==> src/rtl/edge_bram_arbiter.sv <==
// Shares the single-port edge/bin BRAM between display scan-out (P0), contour tracer (P1) and edge writer (P2).
// Optional build macro ARB_STATS_EN adds saturating acceptance/stall counters with a synchronous clear.
module edge_bram_arbiter #(
    parameter int WIDTH  = 640,
    parameter int HEIGHT = 480,
    parameter int AW     = 19,
    parameter int DW     = 3,
    parameter int RD_LAT = 2
) (
    input  logic            clk,
    input  logic            rst,
    input  logic [2:0]      req,
    input  logic [2:0]      we,
    input  logic [3*AW-1:0] addr,
    input  logic [3*DW-1:0] wdata,
    input  logic [2:0]      lock,
    output logic [2:0]      gnt,
    output logic [2:0]      rvalid,
    output logic [DW-1:0]   rdata,
    output logic            oob_err,
    output logic [AW-1:0]   bram_addr,
    output logic            bram_we,
    output logic [DW-1:0]   bram_din,
    input  logic [DW-1:0]   bram_dout
`ifdef ARB_STATS_EN
    ,
    input  logic            stat_clr,
    output logic [15:0]     stat_gnt0,
    output logic [15:0]     stat_gnt1,
    output logic [15:0]     stat_gnt2,
    output logic [15:0]     stat_stall
`endif
);
    localparam logic [AW-1:0] FRAME_PIX = AW'(WIDTH * HEIGHT);

    typedef enum logic {ST_IDLE, ST_LOCKED} state_t;
    typedef enum logic [1:0] {OWN_NONE, OWN_P1, OWN_P2} owner_t;
    typedef struct packed {
        logic       valid;
        logic       oob;
        logic [1:0] id;
    } ret_t;

    state_t        state_q;
    owner_t        owner_q;
    logic          rr_q;       // 0: P1 wins next P1/P2 tie, 1: P2 wins
    logic [3:0]    lock_cnt_q;
    logic [2:0]    win;
    logic          acc;
    logic [1:0]    acc_id;
    logic          sel_we;
    logic          sel_lock;
    logic          sel_oob;
    logic [AW-1:0] sel_addr;
    logic [DW-1:0] sel_wdata;
    logic          own_req;
    logic          own_lock;

    ret_t          ret_q [0:RD_LAT];
    logic [AW-1:0] bram_addr_q;
    logic          bram_we_q;
    logic [DW-1:0] bram_din_q;
    logic          oob_q;

    always_comb begin
        own_req  = 1'b0;
        own_lock = 1'b0;
        if (owner_q == OWN_P1) begin
            own_req  = req[1];
            own_lock = lock[1];
        end else if (owner_q == OWN_P2) begin
            own_req  = req[2];
            own_lock = lock[2];
        end
    end

    // NOTE: every always_comb output is given a default first so no path leaves it unassigned (no latch).
    always_comb begin
        win = 3'b000;
        if (state_q == ST_LOCKED) begin
            win[1] = (owner_q == OWN_P1) && req[1];
            win[2] = (owner_q == OWN_P2) && req[2];
        end else if (req[0]) begin
            win = 3'b001;
        end else if (req[1] && req[2]) begin
            win = rr_q ? 3'b100 : 3'b010;
        end else if (req[1]) begin
            win = 3'b010;
        end else if (req[2]) begin
            win = 3'b100;
        end
    end

    assign gnt = rst ? 3'b000 : win;
    assign acc = |gnt;

    always_comb begin
        acc_id    = 2'd0;
        sel_addr  = addr[0 +: AW];
        sel_wdata = wdata[0 +: DW];
        sel_we    = 1'b0;
        sel_lock  = 1'b0;
        if (gnt[1]) begin
            acc_id    = 2'd1;
            sel_addr  = addr[AW +: AW];
            sel_wdata = wdata[DW +: DW];
            sel_we    = we[1];
            sel_lock  = lock[1];
        end else if (gnt[2]) begin
            acc_id    = 2'd2;
            sel_addr  = addr[2*AW +: AW];
            sel_wdata = wdata[2*DW +: DW];
            sel_we    = we[2];
            sel_lock  = lock[2];
        end
    end

    // Unsigned compare also catches addresses that underflowed below zero.
    assign sel_oob = (sel_addr >= FRAME_PIX);

    // NOTE: sequential state is written only with non-blocking assignments so all flops update together.
    always_ff @(posedge clk or posedge rst) begin
        if (rst) begin
            state_q    <= ST_IDLE;
            owner_q    <= OWN_NONE;
            rr_q       <= 1'b0;
            lock_cnt_q <= '0;
        end else begin
            case (state_q)
                ST_IDLE: begin
                    if (acc && acc_id != 2'd0) begin
                        rr_q <= (acc_id == 2'd1);
                        if (sel_lock) begin
                            state_q    <= ST_LOCKED;
                            owner_q    <= (acc_id == 2'd1) ? OWN_P1 : OWN_P2;
                            lock_cnt_q <= '0;
                        end
                    end
                end
                ST_LOCKED: begin
                    if (!own_lock) begin
                        state_q    <= ST_IDLE;
                        owner_q    <= OWN_NONE;
                        lock_cnt_q <= '0;
                    end else if (own_req) begin
                        lock_cnt_q <= '0;
                    end else if (lock_cnt_q == 4'hF) begin
                        state_q    <= ST_IDLE;
                        owner_q    <= OWN_NONE;
                        lock_cnt_q <= '0;
                    end else begin
                        lock_cnt_q <= lock_cnt_q + 4'd1;
                    end
                end
                default: state_q <= ST_IDLE;
            endcase
        end
    end

    // NOTE: the return pipeline is reset (unlike a data array) so reads in flight vanish on rst.
    always_ff @(posedge clk or posedge rst) begin
        if (rst) begin
            bram_addr_q <= '0;
            bram_we_q   <= 1'b0;
            bram_din_q  <= '0;
            oob_q       <= 1'b0;
            for (int i = 0; i <= RD_LAT; i++) ret_q[i] <= '0;
        end else begin
            bram_we_q <= acc && sel_we && !sel_oob;
            oob_q     <= acc && sel_oob;
            if (acc) begin
                bram_addr_q <= sel_oob ? '0 : sel_addr;
                bram_din_q  <= sel_wdata;
            end
            ret_q[0] <= '{valid: acc && !sel_we, oob: sel_oob, id: acc_id};
            for (int i = 1; i <= RD_LAT; i++) ret_q[i] <= ret_q[i-1];
        end
    end

    assign bram_addr = bram_addr_q;
    assign bram_we   = bram_we_q;
    assign bram_din  = bram_din_q;
    assign oob_err   = oob_q;

    always_comb begin
        rvalid = 3'b000;
        rdata  = '0;
        if (ret_q[RD_LAT].valid) begin
            rvalid[ret_q[RD_LAT].id] = 1'b1;
            if (!ret_q[RD_LAT].oob) rdata = bram_dout;
        end
    end

`ifdef ARB_STATS_EN
    logic [15:0] stat_gnt_q [0:2];
    logic [15:0] stat_stall_q;
    logic        stall;

    assign stall = |(req & ~gnt);

    always_ff @(posedge clk or posedge rst) begin
        if (rst) begin
            for (int i = 0; i < 3; i++) stat_gnt_q[i] <= '0;
            stat_stall_q <= '0;
        end else if (stat_clr) begin
            for (int i = 0; i < 3; i++) stat_gnt_q[i] <= '0;
            stat_stall_q <= '0;
        end else begin
            for (int i = 0; i < 3; i++) begin
                if (gnt[i] && stat_gnt_q[i] != 16'hFFFF) stat_gnt_q[i] <= stat_gnt_q[i] + 16'd1;
            end
            if (stall && stat_stall_q != 16'hFFFF) stat_stall_q <= stat_stall_q + 16'd1;
        end
    end

    assign stat_gnt0  = stat_gnt_q[0];
    assign stat_gnt1  = stat_gnt_q[1];
    assign stat_gnt2  = stat_gnt_q[2];
    assign stat_stall = stat_stall_q;
`endif

endmodule

==> config.mk <==
export PLATFORM = sky130hd
export DESIGN_NAME = edge_bram_arbiter
export DESIGN_NICKNAME = d
export VERILOG_FILES = /design/src/rtl/edge_bram_arbiter.sv
export SDC_FILE = /design/constraint.sdc
export NUM_CORES = 1
export LEC_CHECK = 0
export CAP_MARGIN = 20
export CELL_PAD_IN_SITES_DETAIL_PLACEMENT = 0
export CELL_PAD_IN_SITES_GLOBAL_PLACEMENT = 1
export CORE_ASPECT_RATIO = 0.75
export CORE_MARGIN = 3
export CORE_UTILIZATION = 49
export CTS_CLUSTER_SIZE = 24
export DETAILED_ROUTE_END_ITERATION = 12
export DONT_BUFFER_PORTS = 1
export PLACE_DENSITY = 0.86
export SYNTH_ARGS = -nofsm -noshare
export SYNTH_HDL_FRONTEND = slang
export SYNTH_SLANG_ARGS = --single-unit
==> constraint.sdc <==
create_clock -name clk -period 6.87 [get_ports clk]
set_clock_uncertainty 0.15 [all_clocks]
set_input_delay 1.374 -clock clk [delete_from_list [all_inputs] [get_ports clk]]
set_output_delay 1.374 -clock clk [all_outputs]
set_load 0.05 [all_outputs]
==> flow_summary.toml <==
[sta]
setup-tns-final_ps = 0
fmax_mhz = 234
hold_violations = 0
rsz0062_at_grt = "false"
setup_viol = 0
fin_crit_sh_pct = 62.2
finalCriticalPeriod_ps = 4270
slew_headroom_pct = 36.6
slew_violations = 0
finalWorstSetupSlack_ps = 2600
worst_pin_slew_ps = 949

[placement]
post-dp-hpwl_um = 3910
place_congestion = 0.860
place_ws_ps = 2540
dpl_cell_area_mm2 = 0.00234
io_buffers = 0
place_inst = 288

[route]
vias = 1748
drc = 0
wl_per_cell_um = 18.8
drt_first_pass_iters = 4
ant_nets = 0
wl_um = 5560
vias_per_cell = 5.91
drt_iter0_drc = 109

[global_route]
grt_pass1_wl_um = 8420
antenna_found_initial = 0
grt_pass1_vias = 1653
grtUsageTotal_pct = 19.4
grt_max_degree = 46
grt.overflow.total = 0

[setup_path]
r2r_end = "bram_addr[12]$_DFFE_PP0N_"
rrSetupSlack_ps = 3630
cp.arrival_ps = 2750
cp_slowest_stage_delay_ps = 720
path_max_fanout = 45
crit_type = "in -> out"
worst_ep_required_time_ps = 5350
ff2ff_path_depth = 9
critPathBufInv = 1
cp_cell_sequence = "inv_2 -> and3_1"
cpLargestDelayFamily = "simple AND/OR/NAND/NOR gates"
cpMaxStageDelayCell = "and3_1"
start_kind = "input pin"
reg2reg_from = "state_q$_DFF_PP0_"
end_kind = "output pin"

[yosys]
synth_cells = 245
synthFlopType = "dfrtp_1"
async_flop_share_pct = 100
synth_common_cells = "nand2_1, dfrtp_1, a21oi_1"
ys_types = 47
synthTopCellsByArea = "dfrtp_1, nand2_1, o31ai_2"
synth_top_area_share_pct = 47.0
synth.avg_cell_area_um2 = 9.57
synth_seq_cells = 44
yosysMostFrequentCell = "nand2_1"
syn_nets = 326
synth-edff-count = 0
synth_seq_area_share_pct = 47.0
post-synth-top-area-cell = "dfrtp_1"
yosysWarnings = 0
netlist_area_mm2 = 0.00234

[floorplan]
ios = 113
die_w_um = 85.9
initial_core_util_pct = 51.6
die_y_um = 65.9
core_mm2 = 0.00455
std_cell_rows = 21
dieArea_mm2 = 0.00566

[layout]
drive_gt1_share_pct = 15.9
fin_cells = 296
fill_cells = 405
nNetsFinal = 319
register_area_mm2 = 0.00110
multi_input_area_mm2 = 0.00113
area_growth_pct = 4.80
antennaDiodeCount = 0
fin_util_pct = 54.1
final_area_mm2 = 0.00246

[power_and_ir_drop]
leakagePower_nw = 1.08
ir_drop_v = 0.000179
power_density_mw_per_mm2 = 357

[cts]
cts_inserted_buffers = 5
clk_latency_ps = 300
cts_root_buffer = "clkbuf_8"
cts_buffer_depth = 2
path_clk_slew_ps = 100
htreeDepth = 2
tritoncts = "done"
cts_sinks = 44
cts_setup_buffers = 0
holdBufCountCts = 0
post_cts_resized = 0

[flow_run]
drv_cap = 0

[worst_hold_path]
min-delay-start = "ret_q[11]$_DFF_PP0_"
worstHoldPathType = "reg -> reg"
whs_path_depth = 0
hold_end = "ret_q[7]$_DFF_PP0_"

[run_status]
status = "finished clean"
## cell usage in the layout (no fill, tap or decap), drive strengths merged, types with 4 or more instances in the layout
| cell | n |
|---|---|
| nand2 | 53 |
| dfrtp | 44 |
| a21oi | 28 |
| o31ai | 12 |
| o21ai | 12 |
| a22oi | 9 |
| nor2 | 8 |
| inv | 8 |
| a31oi | 6 |
| and2 | 6 |
| nand3 | 5 |
| clkbuf | 5 |
| and3 | 4 |
| a22o | 4 |
| nor3 | 4 |
## registers in the layout (all words and copies together), names as in the netlist
signal,flops
bram_din,3
state_q,1
oob_err,1
lock_cnt_q,4
bram_we,1
rr_q,1
ret_q,12
owner_q,2
bram_addr,19
## metrics by stage
step                power (mW)  hold slack, ps
finish                   0.877             200
floorplan                0.641             181
detailed placement       0.680             185
CTS                      0.884             204
global placement         0.672             181
global route             0.921             216
## power by group
part / switching (mW) / leakage, nW / internal (mW) / total (mW)
Sequential: 0.180 / 0.568 / 0.311 / 0.491
Combinational: 0.116 / 0.456 / 0.0648 / 0.181
Clock: 0.0959 / 0.0548 / 0.110 / 0.206
Total: 0.391 / 1.08 / 0.486 / 0.877
## layout make-up
cell class	count	share of cell area [%]
flip-flops and latches	44	44.8
repair buffers	2	0.611
inverters	7	1.17
clock inverters	3	1.88
clock buffers	5	2.80
multi-input cells	178	45.8
well taps	57	2.90
## metal layers
layer | track usage, % | share of wire [%] | vias up
met5 | 0 | 0 | -
met4 | 6.13 | 1.1 | 0
met1 | 27.5 | 45 | 812
met3 | 6.48 | 8.3 | 8
met2 | 28.0 | 46 | 72
li1 | - | - | 856
## how the worst max path moves through the flow
stage               cells after the start  startpoint  endpoint  slack, ps
floorplan                               3         rst    gnt[0]       2210
global placement                        2         rst    gnt[0]       2570
detailed placement                      2         rst    gnt[0]       2540
CTS                                     2         rst    gnt[0]       2540
global route                            2         rst    gnt[0]       2420
finish                                  2         rst    gnt[0]       2600
## cell families after synthesis
logic type	count (synthesis)	share of synthesized area (%)
buffers and inverters	23	5.23
and+or+nand+nor	92	19.3
DFF	44	47.0
AOI/OAI and AO/OA	85	28.0
adders and majority gates	1	0.534
Note: power is estimated with default switching activity, not from simulation.
